==> config.mk <==
export PLATFORM = sky130hd
export DESIGN_NAME = clock_set_ctrl_flat
export DESIGN_NICKNAME = d
export VERILOG_FILES = /design/src/rtl/clock_set_if.sv /design/src/rtl/clock_set_ctrl.sv /design/src/flat_wrapper.sv
export SDC_FILE = /design/constraint.sdc
export NUM_CORES = 1
export LEC_CHECK = 0
export ABC_CLOCK_PERIOD_IN_PS = 16120
export CORE_ASPECT_RATIO = 1.2
export CORE_MARGIN = 2
export CORE_UTILIZATION = 45
export CTS_CLUSTER_DIAMETER = 80
export DETAILED_ROUTE_END_ITERATION = 16
export GPL_ROUTABILITY_DRIVEN = 0
export PLACE_DENSITY_LB_ADDON = 0.1
export SKIP_CTS_REPAIR_TIMING = 1
export SLEW_MARGIN = 20
export SYNTH_ARGS = -nofsm -noshare
export SYNTH_HDL_FRONTEND = slang
export SYNTH_SLANG_ARGS = --single-unit
==> constraint.sdc <==
create_clock -name clk -period 16.12 [get_ports clk]
set_input_delay 1.612 -clock clk [delete_from_list [all_inputs] [get_ports clk]]
set_output_delay 1.612 -clock clk [all_outputs]
set_load 0.03 [all_outputs]
==> src/rtl/clock_set_if.sv <==
// clock_set_if: bundles the button, tick, counter and display signals of clock_set_ctrl.
interface clock_set_if #(parameter int SEC_W = 17);
   logic             tick, btn_mode, btn_inc, btn_dec;
   logic [SEC_W-1:0] cur_sec, load_sec;
   logic             run_en, load;
   logic [1:0]       mode;
   logic [7:0]       seg_mask;
   modport master (output tick, btn_mode, btn_inc, btn_dec, cur_sec,
                   input run_en, load, load_sec, mode, seg_mask);
   modport slave (input tick, btn_mode, btn_inc, btn_dec, cur_sec,
                  output run_en, load, load_sec, mode, seg_mask);
endinterface

==> src/rtl/clock_set_ctrl.sv <==
// clock_set_ctrl: run/set mode controller that freezes, edits and reloads the clock's seconds count.
// Defining CLOCK_SET_AUTOREPEAT_EN adds tick-paced auto-repeat of a held inc/dec button.
module clock_set_ctrl #(
   parameter int DAY_SEC = 86400,
   parameter int SEC_W   = 17
) (
   input logic        clk,
   input logic        rst,
   clock_set_if.slave ctl
);
   typedef enum logic [1:0] {RUN, SET_H, SET_M, SET_S} mode_e;
   localparam logic [SEC_W-1:0] DAY   = SEC_W'(DAY_SEC);
   localparam logic [SEC_W-1:0] S_HR  = SEC_W'(3600);
   localparam logic [SEC_W-1:0] S_MIN = SEC_W'(60);

   mode_e            mode_q, mode_d;
   logic [5:0]       hh_q, hh_d, mm_q, mm_d, ss_q, ss_d;
   logic             phase_q, phase_d, load_q, load_d;
   logic [SEC_W-1:0] load_sec_q, load_sec_d, cap;
   logic [2:0]       btn_q, ev_q;
   logic             set, up, dn;
   logic [7:0]       sel;
`ifdef CLOCK_SET_AUTOREPEAT_EN
   logic             held, fire;
   logic [1:0]       rpt_q, rpt_d;
`endif

   function automatic logic [5:0] wrap(input logic [5:0] v, input logic [5:0] top,
                                       input logic u, input logic d);
      return u ? (v == top ? 6'd0 : v + 6'd1) : d ? (v == 6'd0 ? top : v - 6'd1) : v;
   endfunction

   always_comb begin
      set = mode_q != RUN;
      up = set & ev_q[1] & ~ev_q[0] & ~ev_q[2];
      dn = set & ev_q[0] & ~ev_q[1] & ~ev_q[2];
`ifdef CLOCK_SET_AUTOREPEAT_EN
      held = set & (btn_q[1] ^ btn_q[0]) & ~ev_q[2];
      fire = held & ctl.tick & (rpt_q == 2'd2);
      rpt_d = !held ? 2'd0 : (ctl.tick && rpt_q != 2'd2) ? rpt_q + 2'd1 : rpt_q;
      up = up | (fire & btn_q[1]);
      dn = dn | (fire & btn_q[0]);
`endif
      cap = (ctl.cur_sec >= DAY) ? '0 : ctl.cur_sec;
      mode_d = ev_q[2] ? mode_e'(mode_q + 2'd1) : mode_q;
      hh_d = wrap(hh_q, 6'd23, up & (mode_q == SET_H), dn & (mode_q == SET_H));
      mm_d = wrap(mm_q, 6'd59, up & (mode_q == SET_M), dn & (mode_q == SET_M));
      ss_d = wrap(ss_q, 6'd59, up & (mode_q == SET_S), dn & (mode_q == SET_S));
      if (ev_q[2] && mode_q == RUN) begin
         hh_d = 6'(cap / S_HR);
         mm_d = 6'(cap % S_HR / S_MIN);
         ss_d = 6'(cap % S_MIN);
      end
      load_d = ev_q[2] & (mode_q == SET_S);
      load_sec_d = load_d ? SEC_W'(hh_q) * S_HR + SEC_W'(mm_q) * S_MIN + SEC_W'(ss_q) : load_sec_q;
      // any mode change or applied step restarts blinking in the visible phase
      phase_d = (ev_q[2] | up | dn) ? 1'b0 : (set & ctl.tick) ? ~phase_q : phase_q;
      sel = (mode_q == SET_H) ? 8'h30 : (mode_q == SET_M) ? 8'h0C : 8'h03;
   end

   always_ff @(posedge clk) begin
      if (!rst) begin
         mode_q     <= RUN;
         hh_q       <= '0;
         mm_q       <= '0;
         ss_q       <= '0;
         phase_q    <= 1'b0;
         load_q     <= 1'b0;
         load_sec_q <= '0;
         btn_q      <= '0;
         ev_q       <= '0;
      end else begin
         mode_q     <= mode_d;
         hh_q       <= hh_d;
         mm_q       <= mm_d;
         ss_q       <= ss_d;
         phase_q    <= phase_d;
         load_q     <= load_d;
         load_sec_q <= load_sec_d;
         btn_q      <= {ctl.btn_mode, ctl.btn_inc, ctl.btn_dec};
         ev_q       <= {ctl.btn_mode, ctl.btn_inc, ctl.btn_dec} & ~btn_q;
      end
   end

`ifdef CLOCK_SET_AUTOREPEAT_EN
   always_ff @(posedge clk) begin
      if (!rst) rpt_q <= '0;
      else rpt_q <= rpt_d;
   end
`endif

   assign ctl.mode     = mode_q;
   assign ctl.run_en   = (mode_q == RUN) & ~load_q;
   assign ctl.load     = load_q;
   assign ctl.load_sec = load_sec_q;
   assign ctl.seg_mask = 8'h3F & ~((set & phase_q) ? sel : 8'h00);
endmodule
==> src/flat_wrapper.sv <==
// flat-port wrapper written by rule: the top's interface ports become plain ports
module clock_set_ctrl_flat 
#(
   parameter int DAY_SEC = 86400,
   parameter int SEC_W   = 17
)
  (clk, rst, ctl_tick, ctl_btn_mode, ctl_btn_inc, ctl_btn_dec, ctl_cur_sec, ctl_run_en, ctl_load, ctl_load_sec, ctl_mode, ctl_seg_mask);
  clock_set_if #(.SEC_W(SEC_W)) ctl_i ();
  input logic clk;
  input logic rst;
  input wire logic [$bits(ctl_i.tick)-1:0] ctl_tick;
  input wire logic [$bits(ctl_i.btn_mode)-1:0] ctl_btn_mode;
  input wire logic [$bits(ctl_i.btn_inc)-1:0] ctl_btn_inc;
  input wire logic [$bits(ctl_i.btn_dec)-1:0] ctl_btn_dec;
  input wire logic [$bits(ctl_i.cur_sec)-1:0] ctl_cur_sec;
  output wire logic [$bits(ctl_i.run_en)-1:0] ctl_run_en;
  output wire logic [$bits(ctl_i.load)-1:0] ctl_load;
  output wire logic [$bits(ctl_i.load_sec)-1:0] ctl_load_sec;
  output wire logic [$bits(ctl_i.mode)-1:0] ctl_mode;
  output wire logic [$bits(ctl_i.seg_mask)-1:0] ctl_seg_mask;
  assign ctl_i.tick = ctl_tick;
  assign ctl_i.btn_mode = ctl_btn_mode;
  assign ctl_i.btn_inc = ctl_btn_inc;
  assign ctl_i.btn_dec = ctl_btn_dec;
  assign ctl_i.cur_sec = ctl_cur_sec;
  assign ctl_run_en = ctl_i.run_en;
  assign ctl_load = ctl_i.load;
  assign ctl_load_sec = ctl_i.load_sec;
  assign ctl_mode = ctl_i.mode;
  assign ctl_seg_mask = ctl_i.seg_mask;
  clock_set_ctrl #(.DAY_SEC(DAY_SEC), .SEC_W(SEC_W)) u_core (.clk(clk), .rst(rst), .ctl(ctl_i));
endmodule
Word-level counts from Yosys, hierarchy flattened
Index checks and enable logic that the tools add are counted.

Divide/modulo/power cells: 4. Bitwise gates (word level): 27. Equal/unequal tests: 6. Multipliers: 2. Reductions and logical operators: 10. $add $sub $neg: 9. Muxes and demuxes: 19. $lt $le $gt $ge: 1.

Operators by type and width (count): 6-bit 2-to-1 mux (17); 6-bit by 1-bit adder with 6-bit output, second input constant (3); 6-bit zero test (3); 6-bit by 1-bit subtractor with 6-bit output, second input constant (3); 17-bit by 12-bit adder with 17-bit output (1); 17-bit by 6-bit adder with 17-bit output (1); 17-bit by 12-bit divider with 17-bit output, second input constant (1); 17-bit by 6-bit divider with 17-bit output, second input constant (1); 17-bit >= comparator, second input constant (1); 17-bit by 12-bit remainder unit with 17-bit output, second input constant (1); 17-bit by 6-bit remainder unit with 17-bit output, second input constant (1); 17-bit 2-to-1 mux (1); 1-bit AND (16); 6-bit by 8-bit multiplier with 13-bit output, second input constant (1); 6-bit equality test, second input constant (2); 6-bit by 4-bit multiplier with 10-bit output, second input constant (1); 3-bit nonzero test (3); 6-bit by 5-bit equality test with 1-bit output, second input constant (1); 1-bit NOT (6); 6-bit NOT (1); 2-bit equality test, second input constant (2); 4-bit 2-to-1 mux (1); 3-bit AND (1); 3-bit NOT (1); other kinds (7) (8).

Word-level logic and storage cells: 87. Input bits: 23. Output and inout bits: 29. Register bits after elaboration: 45.

Depth between registers and ports, before layout
Depth after elaboration: 8. Gate-level depth with buffers: 29. Gate-level depth less buffers: 23.

Least setup slack after synthesis
Ideal clock, no wire load.

Path kind: input-to-reg. Start point: input port ctl_cur_sec[10]. End point: register u_core.mm_q[0]. Cell stages on the path: 28. Path slack: 8.187 ns. Arrival time: 7.819 ns. Data required time: 16.005 ns. Library setup time: 0.115 ns. Cell sequence: buf_2 or3_1 buf_4 o211ai_4 o2111ai_2 or3_4 a32oi_4 nand2b_2 or4_1 and4_1 buf_6 a22oi_4 xnor2_1 and4_1 buf_2 nor2_1 a221oi_1 clkbuf_1 nor2_1 or4_4 a21oi_4 nand2_1 a41o_1 a2111o_1 and3_1 o21ai_1 a31oi_1 o21a_1.

Word-level cells in the longest chain between the ends: 5.

Ends and longest elaborated chain: start: declaration (RTL line flat_wrapper.sv:15) `input wire logic [$bits(ctl_i.cur_sec)-1:0] ctl_cur_sec;`; 17-bit >= comparator (RTL line clock_set_ctrl.sv:44) `cap = (ctl.cur_sec >= DAY) ? '0 : ctl.cur_sec;`; 17-bit 2-to-1 mux (*) (RTL line clock_set_ctrl.sv:44); 17-bit by 12-bit remainder unit with 17-bit output (*) (RTL line clock_set_ctrl.sv:51) `mm_d = 6'(cap % S_HR / S_MIN);`; 17-bit by 6-bit divider with 17-bit output (*) (RTL line clock_set_ctrl.sv:51); 6-bit 2-to-1 mux (*) (RTL line clock_set_ctrl.sv:49) `if (ev_q[2] && mode_q == RUN) begin`; end signal: assignment (RTL line clock_set_ctrl.sv:75) `mm_q <= mm_d;`; end: declaration (RTL line clock_set_ctrl.sv:17) `logic [5:0] hh_q, hh_d, mm_q, mm_d, ss_q, ss_d;`.

Mark *: on every way between the ends. The rest lies on a longest branch, timed or not. A chain may end at the register's enable or synchronous reset.

Final worst setup path
Start point: input port ctl_cur_sec[9]. End point: register u_core.mm_q[0].

The elaborated chain is that of the path after synthesis.

==> metrics.md <==
| Metric | Value |
|---|---|
| R2r startpoint | u_core.mm_q[2] |
| Worst Setup Start Kind | input pin |
| Setup_tns | 0 ns |
| # IOs | between 50 and 60 |
| Flops & latches, synth | 45 |
| Fin util | 0.496 |
| Area delta synth->final | 8.75% |
| Via Count | 8335 |
| Leakage | 0.00368 uW |
| First-pass GRT wire length | between 30000 and 40000 um |
| Distinct cells, synth | 105 |
| Synth Warn # | 0 |
| Worst Hold Path EP | u_core.ev_q[2] |
| Clock skew | around 0.0070 ns |
| CTS tree | done |
| Nature of the critical path endpoint | flip-flop |
| Sequential Power Share | 0.171 |
| Hold slack | approximately 0.38 ns |
| DR pass1 iterations | 5 |
| Crit-path cells | clkdlybuf4s50_1 > or3_1 > o211ai_4 > o2111ai_2 > a21oi_2 > nor4_1 > or2_1 > or4_1 > a21oi_1 > nor4bb_1 > o2111ai_2 > o31ai_4 > a41oi_1 > a211oi_2 > a2111oi_0 > a2111o_1 > a211oi_1 > a2111oi_0 > a41o_1 > a2111o_1 > and3_1 > o21ai_1 > a31oi_1 > o21a_1 |
| GRT Resource Usage Total | 0.227 |
| Fin nets | 1245 |
| H-tree depth | 2 |
| Largest net degree at the start of global routing | 46 |
| Synth Area per Inst | 7.37 um2 |
| Chip Height | 152 um |
| CP max stage cell | clkdlybuf4s50_1 |
| Hold Crit Depth | 1 |
| DRC errors left | 0 |
| Initial Utilization | 0.457 |
| Proportion of layout cells with a drive suffix above 1 | 0.0505 |
| Post-synth ARST share | 0 |
| Post-synth EDFFs | 0 |
| R2R setup slack | 11.07 ns |
| Number of global-route vias before repair | slightly below 8k |
| Worst slew margin | 0.442 |
| Sequential-to-total area share from yosys stat | 0.109 |
| CTS Buffer Depth | 2 |
| Final instance area | 8990 um2 |
| Sw Ratio | 0.491 |
| Clock Power Share | 0.144 |
| Period minus WS final | 9.38 ns |
| DR WL/cell | 16.5 um |
| Clock Root Buffer | clkbuf_16 |
| Post-DP Area | 8830 um2 |
| Worst-path clk slew | ~0.06 ns |
| Critical Path Max Stage Delay | approximately 0.62 ns |
| HPWL Detailed | ~18000 um |
| Max cap viols | 0 |
| Worst reg-to-reg path cell count | 21 |
| Critical path class | input pin to flip-flop |
| Primary FF master, synth | dfxtp_1 |
| Core area | 18100 um2 |
| Data arrival time of the worst path | 9.56 ns |
| Clk Latency, worst-skew pair | approximately 0.29 ns |
| Via/cell ratio | 6.16 |
| Final setup violation count | 0 |
| # diodes | 0 |
| DRT antenna net count | 0 |
| Peak supply drop | 0.0000452 V |
| Std cell rows | 54 |
| R2R Path End | u_core.ctl.load_sec[16] |
| Num CTS Buffers | 5 |
| Total Wirelength | approximately 22000 um |
| F_max | 107 MHz |
| Req. time, crit path | about 16 ns |
| Sw Pwr | 373 uW |
| Outcome | finished clean |
| PD cells | 84.5 nW/um2 |
| Maximum net fanout on the critical path | 14 |
| Final period util | 0.582 |
| Clk sinks | 45 |
| Initial antenna violation count | 0 |
| GRT overflow | 0 |
| DR iter-0 viols | 582 |
| Number of port buffers | 49 |
| Final hold vios | 0 |
| Worst Hold Class | flip-flop to flip-flop |
| Worst Tran Pin Value | 0.830 ns |
| Hold path startpoint | u_core.btn_q[2] |
| Total power | 760 uW |
| RSZ-0062 raised after global routing | false |
| Mapped Area | 8270 um2 |
| Comb power frac | 0.685 |
| Die area | approximately 20000 um2 |
| Fin. max-slew vios | 0 |
| Synthesized instance count | 1122 |
| Internal | 387 uW |
| Die W | 128 um |
==> cell usage after synthesis, types with 22 or more instances <==
library cell / number / area [um2]
a21o_1: 29 / 218
nand3_1: 51 / 255
a21oi_1: 79 / 395
and2_1: 33 / 206
nor2b_1: 22 / 138
nor2_1: 77 / 289
dfxtp_1: 45 / 901
ha_1: 78 / 976
xnor2_1: 46 / 403
o21ai_0: 50 / 250
nand2_1: 119 / 447
nor3_1: 37 / 185
inv_1: 54 / 203
clkbuf_1: 41 / 154
==> worst max-delay path: cells and delay by family <==
family,cells,cell delay (ns)
compound gates,17,5.10
buf+inv,1,0.62
simple gates,6,2.22
==> state kept, by name, summed over array words and instances, names as in the netlist <==
| name | cells |
|---|---|
| u_core.btn_q | 3 |
| u_core.ctl.load | 1 |
| u_core.ctl.load_sec | 17 |
| u_core.ctl.mode | 2 |
| u_core.ev_q | 3 |
| u_core.hh_q | 6 |
| u_core.mm_q | 6 |
| u_core.phase_q | 1 |
| u_core.ss_q | 6 |
==> per-stage QoR <==
step | setup slack [ns] | instances
after floorplan | 8.19 | 1123
after global placement | 6.46 | 1343
after detailed placement | 6.32 | 1343
after CTS | 6.62 | 1351
after global routing | 6.19 | 1352
final | 6.74 | 1352
==> metal layers <==
metal,vias up,global-route usage,share of wire
met4,0,0.0544,0.017
met3,36,0.0162,0.029
li1,4184,-,-
met5,-,0,0
met1,3909,0.280,0.44
met2,206,0.423,0.51
==> logic make-up after synthesis <==
kind of cell / Yosys count / share of synthesized area
simple gates: 427 / 0.259
buf+inv: 113 / 0.0562
other cells: 1 / 0.000454
compound gates: 368 / 0.332
fa+ha+maj: 97 / 0.162
flops: 45 / 0.109
xor+xnor: 56 / 0.0625
mux: 15 / 0.0189
==> layout by cell type (no fill, tap or decap), types with 6 or more instances in the layout <==
| cell type | netlist | final |
|---|---|---|
| o211a_1 | 9 | 9 |
| and3_1 | 18 | 18 |
| nor2_1 | 77 | 77 |
| xor2_1 | 8 | 8 |
| o31a_1 | 8 | 8 |
| o211ai_1 | 18 | 18 |
| o21ai_0 | 50 | 50 |
| a21oi_1 | 79 | 79 |
| nor3_1 | 37 | 37 |
| o21bai_1 | 9 | 9 |
| a31oi_1 | 14 | 14 |
| a211oi_1 | 11 | 11 |
| ha_1 | 78 | 78 |
| nor2b_1 | 22 | 22 |
| inv_1 | 54 | 54 |
| dfxtp_1 | 45 | 45 |
| xnor2_1 | 46 | 46 |
| mux2i_1 | 10 | 10 |
| nor4_1 | 7 | 7 |
| nand4_1 | 13 | 13 |
| clkdlybuf4s50_1 | 0 | 49 |
| fa_1 | 17 | 17 |
| a21boi_0 | 10 | 10 |
| nand2_1 | 119 | 119 |
| and2_1 | 33 | 33 |
| o221ai_1 | 7 | 6 |
| o22ai_1 | 15 | 15 |
| nor3b_1 | 7 | 7 |
| o31ai_1 | 6 | 6 |
| o21a_1 | 9 | 9 |
| a21o_1 | 29 | 29 |
| nand3_1 | 51 | 51 |
| nand2b_1 | 11 | 11 |
| a221oi_1 | 8 | 8 |
==> worst max path at each step <==
stage / slack (ns) / endpoint / start / cells past startpoint
floorplan: 8.19 / u_core.mm_q[0] / ctl_cur_sec[10] / 28
global placement: 6.46 / u_core.mm_q[0] / ctl_cur_sec[9] / 23
detailed placement: 6.32 / u_core.mm_q[0] / ctl_cur_sec[15] / 24
CTS: 6.62 / u_core.mm_q[0] / ctl_cur_sec[9] / 23
global route: 6.19 / u_core.mm_q[0] / ctl_cur_sec[15] / 24
finish: 6.74 / u_core.mm_q[0] / ctl_cur_sec[9] / 24
==> area by class of cell <==
class	count	area, um2
Inverter	55	206
Clock inverter	1	5.00
Tap cell	224	280
Sequential cell	45	901
Timing Repair Buffer	55	533
Fill cell	1886	9120
Multi-Input combinational cell	965	6910
Clock buffer	7	153
==> power by group through the flow <==
| stage | sequential (uW) | clock (uW) | combinational (uW) |
|---|---|---|---|
| after detailed placement | 133 | 0 | 512 |
| final | 130 | 109 | 521 |
| after CTS | 130 | 112 | 515 |
| after global routing | 132 | 117 | 581 |
| after floorplan | 127 | 0 | 417 |
| after global placement | 133 | 0 | 511 |
Note: power is estimated with default switching activity, not from simulation.
